`config.mk`:
```
export PLATFORM = sky130hd
export DESIGN_NAME = hub75_bcm_scan
export DESIGN_NICKNAME = d
export VERILOG_FILES = /design/src/rtl/hub75_bcm_scan.sv
export SDC_FILE = /design/constraint.sdc
export NUM_CORES = 1
export LEC_CHECK = 0
export BUFFER_PORTS_ARGS = -buffer_cell sky130_fd_sc_hd__buf_2
export CELL_PAD_IN_SITES_DETAIL_PLACEMENT = 0
export CELL_PAD_IN_SITES_GLOBAL_PLACEMENT = 1
export CORE_ASPECT_RATIO = 0.9
export CORE_MARGIN = 5
export CORE_UTILIZATION = 46
export DETAILED_ROUTE_END_ITERATION = 16
export PLACE_DENSITY_LB_ADDON = 0.15
export SLEW_MARGIN = 25
export SYNTH_ARGS = -nofsm -noshare
export SYNTH_HDL_FRONTEND = slang
export SYNTH_SLANG_ARGS = --single-unit
export TNS_END_PERCENT = 1
```
`constraint.sdc`:
```
create_clock -name clk -period 6.3 [get_ports clk]
set_clock_uncertainty 0.1 [all_clocks]
set_input_delay 1.26 -clock clk [delete_from_list [all_inputs] [get_ports clk]]
set_output_delay 1.26 -clock clk [all_outputs]
set_load 0.05 [all_outputs]
```
`src/rtl/hub75_bcm_scan.sv`:
```
// HUB75 LED-matrix scan engine with binary code modulation.
// Per pass: fetch pixel pairs of one row, shift one bit plane into the panel,
// latch it, then light it for BASE_T << plane cycles. Planes advance first,
// then rows; the whole sequence repeats while en stays high.
module hub75_bcm_scan #(
    parameter int unsigned COLS       = 64,
    parameter int unsigned ROW_ADDR_W = 4,
    parameter int unsigned BPC        = 4,
    parameter int unsigned HALF       = 1,
    parameter int unsigned BASE_T     = 8
) (
    input  logic                                 clk,
    input  logic                                 rst,
    input  logic                                 en,
    output logic                                 fb_rd,
    output logic [ROW_ADDR_W+$clog2(COLS)-1:0]   fb_addr,
    input  logic [6*BPC-1:0]                     fb_data,
    output logic [1:0]                           mat_r,
    output logic [1:0]                           mat_g,
    output logic [1:0]                           mat_b,
    output logic [ROW_ADDR_W-1:0]                mat_row,
    output logic                                 mat_clk,
    output logic                                 mat_lat,
    output logic                                 mat_oe_n,
    output logic                                 frame_start
);

    localparam int unsigned COL_W   = $clog2(COLS);
    localparam int unsigned AW      = ROW_ADDR_W + COL_W;
    localparam int unsigned PLANE_W = (BPC > 1) ? $clog2(BPC) : 1;
    localparam int unsigned DISP_W  = $clog2(BASE_T << (BPC - 1)) + 1;
    localparam int unsigned SLOT_W  = $clog2(2 * HALF) + 1;
    // One counter serves both the slot phase and the display time.
    localparam int unsigned CNT_W   = (DISP_W > SLOT_W) ? DISP_W : SLOT_W;

    localparam logic [CNT_W-1:0]   SLOT_LAST  = CNT_W'(2 * HALF - 1);
    localparam logic [CNT_W-1:0]   HALF_CNT   = CNT_W'(HALF);
    localparam logic [COL_W-1:0]   COL_LAST   = COL_W'(COLS - 1);
    localparam logic [PLANE_W-1:0] PLANE_LAST = PLANE_W'(BPC - 1);

    typedef enum logic [2:0] {
        StIdle,
        StFetch,
        StShift,
        StLatch,
        StDisplay
    } state_e;

    state_e                r_state, w_state;
    logic [ROW_ADDR_W-1:0] r_row, w_row;
    logic [PLANE_W-1:0]    r_plane, w_plane;
    logic [COL_W-1:0]      r_col, w_col;
    logic [CNT_W-1:0]      r_cnt, w_cnt;

    logic                  r_fb_rd, w_fb_rd;
    logic [AW-1:0]         r_fb_addr, w_fb_addr;
    logic [1:0]            r_mat_r, w_mat_r;
    logic [1:0]            r_mat_g, w_mat_g;
    logic [1:0]            r_mat_b, w_mat_b;
    logic [ROW_ADDR_W-1:0] r_mat_row, w_mat_row;
    logic                  r_mat_clk, w_mat_clk;
    logic                  r_mat_lat, w_mat_lat;
    logic                  r_mat_oe_n, w_mat_oe_n;
    logic                  r_frame_start, w_frame_start;

    logic                  w_load;
    logic [COL_W-1:0]      w_col_inc;
    logic [CNT_W-1:0]      w_disp_last;
    logic [6*BPC-1:0]      w_fb_sh;

    assign w_col_inc   = r_col + COL_W'(1);
    assign w_disp_last = (CNT_W'(BASE_T) << r_plane) - CNT_W'(1);
    // Bit [plane] of every colour field lands at a fixed offset after this shift.
    assign w_fb_sh     = fb_data >> r_plane;

    // Next state, indices and registered outputs for the state being entered.
    always_comb begin
        w_state       = r_state;
        w_row         = r_row;
        w_plane       = r_plane;
        w_col         = r_col;
        w_cnt         = r_cnt;
        w_fb_rd       = 1'b0;
        w_fb_addr     = r_fb_addr;
        w_mat_r       = r_mat_r;
        w_mat_g       = r_mat_g;
        w_mat_b       = r_mat_b;
        w_mat_row     = r_mat_row;
        w_mat_clk     = 1'b0;
        w_mat_lat     = 1'b0;
        w_mat_oe_n    = 1'b1;
        w_frame_start = 1'b0;
        w_load        = 1'b0;

        unique case (r_state)
            StIdle: begin
                if (en) begin
                    w_state = StFetch;
                end
            end
            StFetch: begin
                w_state = StShift;
                w_col   = '0;
                w_cnt   = '0;
                w_load  = 1'b1;
            end
            StShift: begin
                if (r_cnt == SLOT_LAST) begin
                    w_cnt = '0;
                    if (r_col == COL_LAST) begin
                        w_state   = StLatch;
                        w_mat_lat = 1'b1;
                        w_mat_row = r_row;
                    end else begin
                        w_col  = w_col_inc;
                        w_load = 1'b1;
                    end
                end else begin
                    w_cnt     = r_cnt + CNT_W'(1);
                    w_mat_clk = (w_cnt >= HALF_CNT);
                    // Request the next pixel pair so it arrives as the next slot opens.
                    if ((w_cnt == SLOT_LAST) && (r_col != COL_LAST)) begin
                        w_fb_rd   = 1'b1;
                        w_fb_addr = {r_row, w_col_inc};
                    end
                end
            end
            StLatch: begin
                w_state    = StDisplay;
                w_cnt      = '0;
                w_mat_oe_n = 1'b0;
            end
            StDisplay: begin
                if (r_cnt == w_disp_last) begin
                    w_cnt = '0;
                    if (r_plane == PLANE_LAST) begin
                        w_plane = '0;
                        w_row   = r_row + ROW_ADDR_W'(1);
                    end else begin
                        w_plane = r_plane + PLANE_W'(1);
                    end
                    w_state = en ? StFetch : StIdle;
                end else begin
                    w_cnt      = r_cnt + CNT_W'(1);
                    w_mat_oe_n = 1'b0;
                end
            end
            default: begin
                w_state = StIdle;
            end
        endcase

        if (w_state == StFetch) begin
            w_fb_rd       = 1'b1;
            w_fb_addr     = {w_row, COL_W'(0)};
            w_frame_start = (w_row == '0) && (w_plane == '0);
        end

        if (w_load) begin
            w_mat_r = {w_fb_sh[3*BPC], w_fb_sh[0]};
            w_mat_g = {w_fb_sh[4*BPC], w_fb_sh[BPC]};
            w_mat_b = {w_fb_sh[5*BPC], w_fb_sh[2*BPC]};
        end
    end

    // State, indices and output registers; reset forces the panel dark.
    always_ff @(posedge clk or posedge rst) begin
        if (rst) begin
            r_state       <= StIdle;
            r_row         <= '0;
            r_plane       <= '0;
            r_col         <= '0;
            r_cnt         <= '0;
            r_fb_rd       <= 1'b0;
            r_fb_addr     <= '0;
            r_mat_r       <= '0;
            r_mat_g       <= '0;
            r_mat_b       <= '0;
            r_mat_row     <= '0;
            r_mat_clk     <= 1'b0;
            r_mat_lat     <= 1'b0;
            r_mat_oe_n    <= 1'b1;
            r_frame_start <= 1'b0;
        end else begin
            r_state       <= w_state;
            r_row         <= w_row;
            r_plane       <= w_plane;
            r_col         <= w_col;
            r_cnt         <= w_cnt;
            r_fb_rd       <= w_fb_rd;
            r_fb_addr     <= w_fb_addr;
            r_mat_r       <= w_mat_r;
            r_mat_g       <= w_mat_g;
            r_mat_b       <= w_mat_b;
            r_mat_row     <= w_mat_row;
            r_mat_clk     <= w_mat_clk;
            r_mat_lat     <= w_mat_lat;
            r_mat_oe_n    <= w_mat_oe_n;
            r_frame_start <= w_frame_start;
        end
    end

    assign fb_rd       = r_fb_rd;
    assign fb_addr     = r_fb_addr;
    assign mat_r       = r_mat_r;
    assign mat_g       = r_mat_g;
    assign mat_b       = r_mat_b;
    assign mat_row     = r_mat_row;
    assign mat_clk     = r_mat_clk;
    assign mat_lat     = r_mat_lat;
    assign mat_oe_n    = r_mat_oe_n;
    assign frame_start = r_frame_start;

endmodule

```
==> results of run 1 <==
-- cell families (layout without fill, tap and decap cells) --
| group | Yosys count | count (layout) |
|---|---|---|
| AND/OR/NAND/NOR | 85 | 85 |
| AO/OA/AOI/OAI | 58 | 58 |
| flip-flops | 47 | 47 |
| buffers and inverters | 27 | 73 |
| multiplexers | 20 | 20 |
| XOR/XNOR | 12 | 12 |
| adder cells (fa/ha/maj) | 9 | 9 |
-- power by group through the flow --
| stage | sequential (mW) | combinational [mW] | clock (mW) |
|---|---|---|---|
| after global routing | 0.305 | 0.0304 | 0.237 |
| final | 0.304 | 0.0272 | 0.218 |
| after detailed placement | 0.310 | 0.0281 | 0 |
| after global placement | 0.310 | 0.0277 | 0 |
| after CTS | 0.304 | 0.0280 | 0.224 |
| after floorplan | 0.317 | 0.00891 | 0 |
-- layout make-up --
class / instances / area share (%)
multi-input combinational: 184 / 45.0
clock buffer: 6 / 2.37
clock inverter: 1 / 0.980
sequential: 47 / 38.4
timing repair buffer: 52 / 8.57
inverter: 14 / 1.76
tap: 70 / 2.86
-- path summary, 6_finish.rpt --
kind	startpoint	endpoint	slack, ns	cells after the start
min in group asynchronous	rst	fb_addr[4]	0.98	2
max reg2reg	r_plane[0]	frame_start	3.57	7
min	mat_row[0]	mat_row[0]	0.38	2
max in group asynchronous	rst	mat_g[0]	4.65	2
min reg2reg	mat_row[0]	mat_row[0]	0.38	2
max	r_plane[0]	frame_start	3.57	7
-- critical path, stage by stage (launching register included) --
cell	delay, ns
dfrtp_1	0.70
inv_1	0.12
ha_1	0.23
nand4b_1	0.23
mux2i_4	0.33
a21oi_1	0.20
nor4b_1	0.43
nor4b_1	0.29
-- synth_stat cells (2+ instances only) --
cell       n  area share, %
clkbuf_8   2            1.0
nor2b_1    3           0.70
a32oi_1    2           0.65
buf_2      5           0.93
nor4b_1    3           0.97
a211oi_1   4            1.1
nand2b_1   4           0.93
a21oi_1   11            2.0
nand3_1   16            3.0
clkbuf_1   4           0.56
and2_1     2           0.46
o22ai_1    2           0.46
and3_1     6            1.4
nor3_1     5           0.93
nand4_1    5            1.2
a22o_1     3           0.97
nor2_1    11            1.5
mux2i_1    3            1.1
nor3b_1    2           0.56
nand4b_1   2           0.65
xor2_1     3           0.97
a31oi_1    5            1.2
dfrtp_1   46             43
a311oi_1   2           0.65
ha_1       9            4.2
o221ai_1   2           0.65
mux2_2    10            4.2
nand2_1   19            2.6
o21ai_0   15            2.8
inv_1     14            1.9
mux4_2     6            5.0
a21bo_2    2           0.74
xnor2_1    9            2.9
-- registers in the layout (all words and copies together), names as in the netlist --
register     cells
mat_b            2
fb_rd            1
mat_lat          1
fb_addr         10
mat_r            2
frame_start      1
r_state          3
mat_oe_n         1
mat_g            2
mat_clk          1
r_col            6
r_plane          2
mat_row          4
r_cnt            7
r_row            4
-- stage by stage --
| step | instance area [um^2] | worst slack, ns | cells |
|---|---|---|---|
| finish | 3060 | 3.57 | 374 |
| global placement | 2960 | 3.63 | 367 |
| floorplan | 2700 | 3.82 | 258 |
| CTS | 3060 | 3.56 | 374 |
| global route | 3060 | 3.31 | 374 |
| detailed placement | 2960 | 3.60 | 367 |
-- metal layers --
| metal | up-vias | GRT usage, % | part of all wire, % |
|---|---|---|---|
| met5 | - | 0 | 0 |
| met4 | 0 | 4.91 | 1.4 |
| met3 | 11 | 4.26 | 7.7 |
| met2 | 85 | 24.4 | 40 |
| met1 | 1020 | 26.2 | 51 |
| li1 | 1031 | - | - |
==> impl_metrics.tcl, run 1 <==
set metrics [dict create \
    status "finished clean" \
    synth_area_per_cell_um2 10.5 \
    track_usage_pct 17.3 \
    layout_common_cells "buf_2 (51), dfrtp_1 (46), nand2_1 (19)" \
    antenna_found_initial 0 \
    antenna_cells 0 \
    switching_power_mw 0.119 \
    tns_ns 0 \
    vdd_drop_max_mv 0.0790 \
    first_pass_iters 4 \
    synth_xor_area_share_pct 3.90 \
    cts-root-buf "clkbuf_8" \
    via_count 2147 \
    numCtsBuffers 5 \
    io_buffers 51 \
    syn_area_mm2 0.00270 \
    finalCritPeriodShare_pct 43.3 \
    hold_path_class "flip-flop to flip-flop" \
    multi_input_area_mm2 0.00138 \
    post-route-util_pct 53.8 \
    sequentialPowerShare_pct 55.4 \
    synth_compound_area_share_pct 14.5 \
    p_comb_share_pct 5.0 \
    clkTransAtPathRegs_ns 0.09 \
    core_mm2 0.00569 \
    io_pins 52 \
    cts_setup_buffers 0 \
    critPathKind "flip-flop to flip-flop" \
    hpwl_um 4500 \
    cp-start-kind "flip-flop" \
    ys_seq_elements 47 \
    arrival_ns 2.82 \
    drt_wl_total_um 6110 \
    wire_per_inst_um 16.3 \
    fill_cells 522 \
    fmax_mhz 367 \
    die-area_mm2 0.00749 \
    cts_sinks 47 \
    die_w_um 90.7 \
    drv_slew 0 \
    min_period_ns 2.73 \
    syn-instance-count 258 \
    cts_resized 0 \
    critPathMaxFanout 13 \
    grt_max_degree 48 \
    fin_nets 340 \
    cts_hold_buf 0 \
    end_kind "flip-flop" \
    grt_pass1_vias 2121 \
    synth-simple-area-share_pct 17.4 \
    initial_core_util_pct 47.4 \
    p_int_mw 0.431 \
    drive_gt1_share_pct 27.6 \
    clock_latency_ns 0.30 \
    finalPower_mw 0.549 \
    maxCapViolations 0 \
    worstMarginPinSlew_ns 0.843 \
    drt-initial-drc-count 147 \
    tritoncts "built" \
    synthMuxAreaShare_pct 11.1 \
    synth_cell_types 54 \
    ff_latch_area_mm2 0.00118 \
    synthArstFlopShare_pct 100 \
    final_common_cell "buf_2" \
    grt_pass1_wl_um 10600 \
    final_hold_viol_count 0 \
    synth_top_family_by_area "simple AND/OR/NAND/NOR gates" \
    p_clk_share_pct 39.6 \
    gp_congestion 0.892 \
    rsz0062_at_grt "false" \
    cts_buffer_depth 2 \
    synth_fa_ha_area_share_pct 4.18 \
    switching_share_pct 21.6 \
    final_antenna_net_count 0 \
    drc_errors 0 \
    timing.slew.headroom_pct 43.3 \
    vias_per_cell 5.74 \
    num_rows 26 \
    ys.warnings.count 0 \
    hold_ws_ns 0.378 \
    ys_seq_area_share_pct 43.7 \
    setup_violations 0 \
    fp.dieH_um 82.6 \
    grt_overflow_total 0 \
    required_ns 6.39 \
    htreeDepth 2 \
    power_leakage_nw 1.42 \
    synth_top_flop_cell "dfrtp_1" \
    area_growth_pct 13.6 \
    powerDensity_mw_per_mm2 179 \
    synth-edff-count 0 \
    syn_nets 294 \
]
Note: power is estimated with default switching activity, not from simulation.
==> run 2, diff against run 1 <==
--- a/config.mk
+++ b/config.mk
@@ -5,12 +5,13 @@
 export SDC_FILE = /design/constraint.sdc
 export NUM_CORES = 1
 export LEC_CHECK = 0
+export ABC_AREA = 1
 export BUFFER_PORTS_ARGS = -buffer_cell sky130_fd_sc_hd__buf_2
 export CELL_PAD_IN_SITES_DETAIL_PLACEMENT = 0
 export CELL_PAD_IN_SITES_GLOBAL_PLACEMENT = 1
 export CORE_ASPECT_RATIO = 0.9
 export CORE_MARGIN = 5
-export CORE_UTILIZATION = 46
+export CORE_UTILIZATION = 41
 export DETAILED_ROUTE_END_ITERATION = 16
 export PLACE_DENSITY_LB_ADDON = 0.15
 export SLEW_MARGIN = 25
==> constraint.sdc (replaced) <==
create_clock -name clk -period 2.7 [get_ports clk]
set_clock_uncertainty 0.1 [all_clocks]
set_input_delay 0.54 -clock clk [delete_from_list [all_inputs] [get_ports clk]]
set_output_delay 0.54 -clock clk [all_outputs]
set_load 0.05 [all_outputs]
==> impl_metrics.tcl, run 2 <==
set metrics [dict create \
    powerDensity_mw_per_mm2 922 \
    cts_resized 0 \
    core_mm2 0.00648 \
    place_area_mm2 0.00308 \
    critPathMaxFanout 9 \
    final_common_cell "nand2_1" \
    r2r_setup_slack_ns 0.47 \
    hold_path_class "input pin to async pin" \
    arrival_ns 2.32 \
    switching_power_mw 1.45 \
    drt-initial-drc-count 90 \
    syn_nets 367 \
    synth_commonest_cells "nand2_1 (64), dfrtp_1 (46), nor2_1 (44)" \
    grt_pass1_wl_um 10800 \
    cp_common_cell "nand2_1" \
    tritoncts "built" \
    area_growth_pct 17.1 \
    power_leakage_nw 1.62 \
    ys.warnings.count 0 \
    finalCritPeriodShare_pct 82.6 \
    worstMarginPinSlew_ns 0.660 \
    hold_ws_ns 0.226 \
    path_cells "clkinv_1 > ha_1 > inv_1 > nand2_1 > nand2_1 > nand2_1 > nand2_1 > nand3_4 > nor2_4 > nand2_2 > nand2_4 > inv_2 > nand2_4 > inv_4 > nand2_1 > o21ai_1" \
    wire_per_inst_um 13.1 \
    cp_slowest_cell "dfrtp_1" \
    rr_endpoint "fb_addr[3]" \
    via_count 2276 \
    r2r_start "r_plane[1]" \
    preCtsSetupSlack_ns 0.431 \
    cts_sinks 47 \
    synth_area_per_cell_um2 8.15 \
    syn_area_mm2 0.00270 \
    synth-edff-count 0 \
    vias_per_cell 4.74 \
    p_comb_share_pct 51.7 \
    dp_cells 473 \
    io_pins 52 \
    synthArstFlopShare_pct 100 \
    fp.dieH_um 87.0 \
    worst_path_dominant_cell_family "simple AND/OR/NAND/NOR gates" \
    rsz0062_at_grt "false" \
    fin_ws_ns 0.470 \
    grt_overflow_total 0 \
    antenna_found_initial 0 \
    ys_seq_elements 47 \
    final_hold_viol_count 0 \
    layout_common_cells "nand2_1 (64), buf_2 (51), dfrtp_1 (46)" \
    synth_cell_types 40 \
    vdd_drop_max_mv 0.418 \
    antenna_cells 0 \
    drv_slew 0 \
    cts-root-buf "clkbuf_8" \
    switching_share_pct 49.6 \
    clock_latency_ns 0.30 \
    first_pass_iters 4 \
    htreeDepth 2 \
    required_ns 2.79 \
    die-area_mm2 0.00831 \
    yosysTopAreaCellShare_pct 42.7 \
    final_cells 480 \
    initial_core_util_pct 41.6 \
    synth_area_leaders "dfrtp_1 (43%), nand2_1 (8.9%), nor2_1 (6.1%)" \
    drt_wl_total_um 6290 \
    finalPower_mw 2.91 \
    synth_top_flop_cell "dfrtp_1" \
    maxCapViolations 0 \
    p_int_mw 1.47 \
    io_buffers 51 \
    fmax_mhz 448 \
    ys_seq_area_share_pct 43.6 \
    cp_num_buf_inv 4 \
    timing.slew.headroom_pct 56.0 \
    cts_buffer_depth 2 \
    critPathKind "flip-flop to flip-flop" \
    min_period_ns 2.23 \
    p_clk_share_pct 14.1 \
    cts_setup_buffers 0 \
    gp_congestion 0.854 \
    drive_gt1_share_pct 25.4 \
    tns_ns 0 \
    final_area_mm2 0.00316 \
    hpwl_um 4920 \
    largest_register_ff_count 10 \
    yosysMostFrequentCell "nand2_1" \
    syn-instance-count 331 \
    sequentialPowerShare_pct 34.3 \
    fin_nets 426 \
    cp-start-kind "flip-flop" \
    yosys.area.top_type "dfrtp_1" \
    track_usage_pct 16.5 \
    grt_pass1_vias 2292 \
    numCtsBuffers 5 \
    final_antenna_net_count 0 \
    setup_violations 0 \
    cts_hold_buf 0 \
    num_rows 28 \
    ff2ff_path_depth 16 \
    drc_errors 0 \
    grt_max_degree 32 \
    end_kind "flip-flop" \
    status "finished clean" \
    post-route-util_pct 48.8 \
    clkTransAtPathRegs_ns 0.09 \
    crit_path_max_incr_delay_ns 0.36 \
    die_w_um 95.5 \
]
==> run 2: worst max-delay path by stage <==
| stage | slack (ns) | start | to | cells past startpoint |
|---|---|---|---|---|
| final | 0.47 | r_plane[1] | fb_addr[3] | 16 |
| after floorplan | 0.52 | r_plane[0] | fb_addr[3] | 16 |
| after detailed placement | 0.43 | r_plane[1] | fb_addr[0] | 16 |
| after global placement | 0.49 | r_plane[1] | fb_addr[3] | 16 |
| after global routing | 0.20 | r_plane[1] | fb_addr[9] | 16 |
| after CTS | 0.43 | r_plane[1] | fb_addr[0] | 16 |
==> run 2: power by group through the flow <==
stage          Sequential (mW)  Clock, mW  Combinational (mW)
4_1_cts                  0.999      0.428                1.52
3_5_place_dp              1.01          0                1.52
5_1_grt                   1.03      0.447                1.70
6_report                 0.999      0.410                1.51
3_3_place_gp              1.01          0                1.51
2_1_floorplan             1.32          0               0.855
==> run 2: cell families after synthesis <==
| family | after synthesis | share of synthesized area, % |
|---|---|---|
| fa+ha+maj | 9 | 4.17 |
| xor+xnor | 11 | 3.85 |
| simple gates | 169 | 31.0 |
| buf+inv | 43 | 6.54 |
| flops | 47 | 43.6 |
| compound gates | 52 | 10.8 |
==> run 2: layout make-up <==
| class | instances | area (um^2) |
|---|---|---|
| Clock buffer | 5 | 68.8 |
| Timing Repair Buffer | 56 | 293 |
| Multi-Input combinational cell | 241 | 1350 |
| Tap cell | 90 | 113 |
| Fill cell | 652 | 3320 |
| Clock inverter | 2 | 13.8 |
| Inverter | 39 | 150 |
| Sequential cell | 47 | 1180 |
==> run 2: layer usage <==
metal,track usage (%),wire (um),up-vias
met5,0,0,-
met4,3.49,50,0
met3,4.06,395,5
met2,25.3,2580,63
met1,23.5,3260,1005
li1,-,-,1203
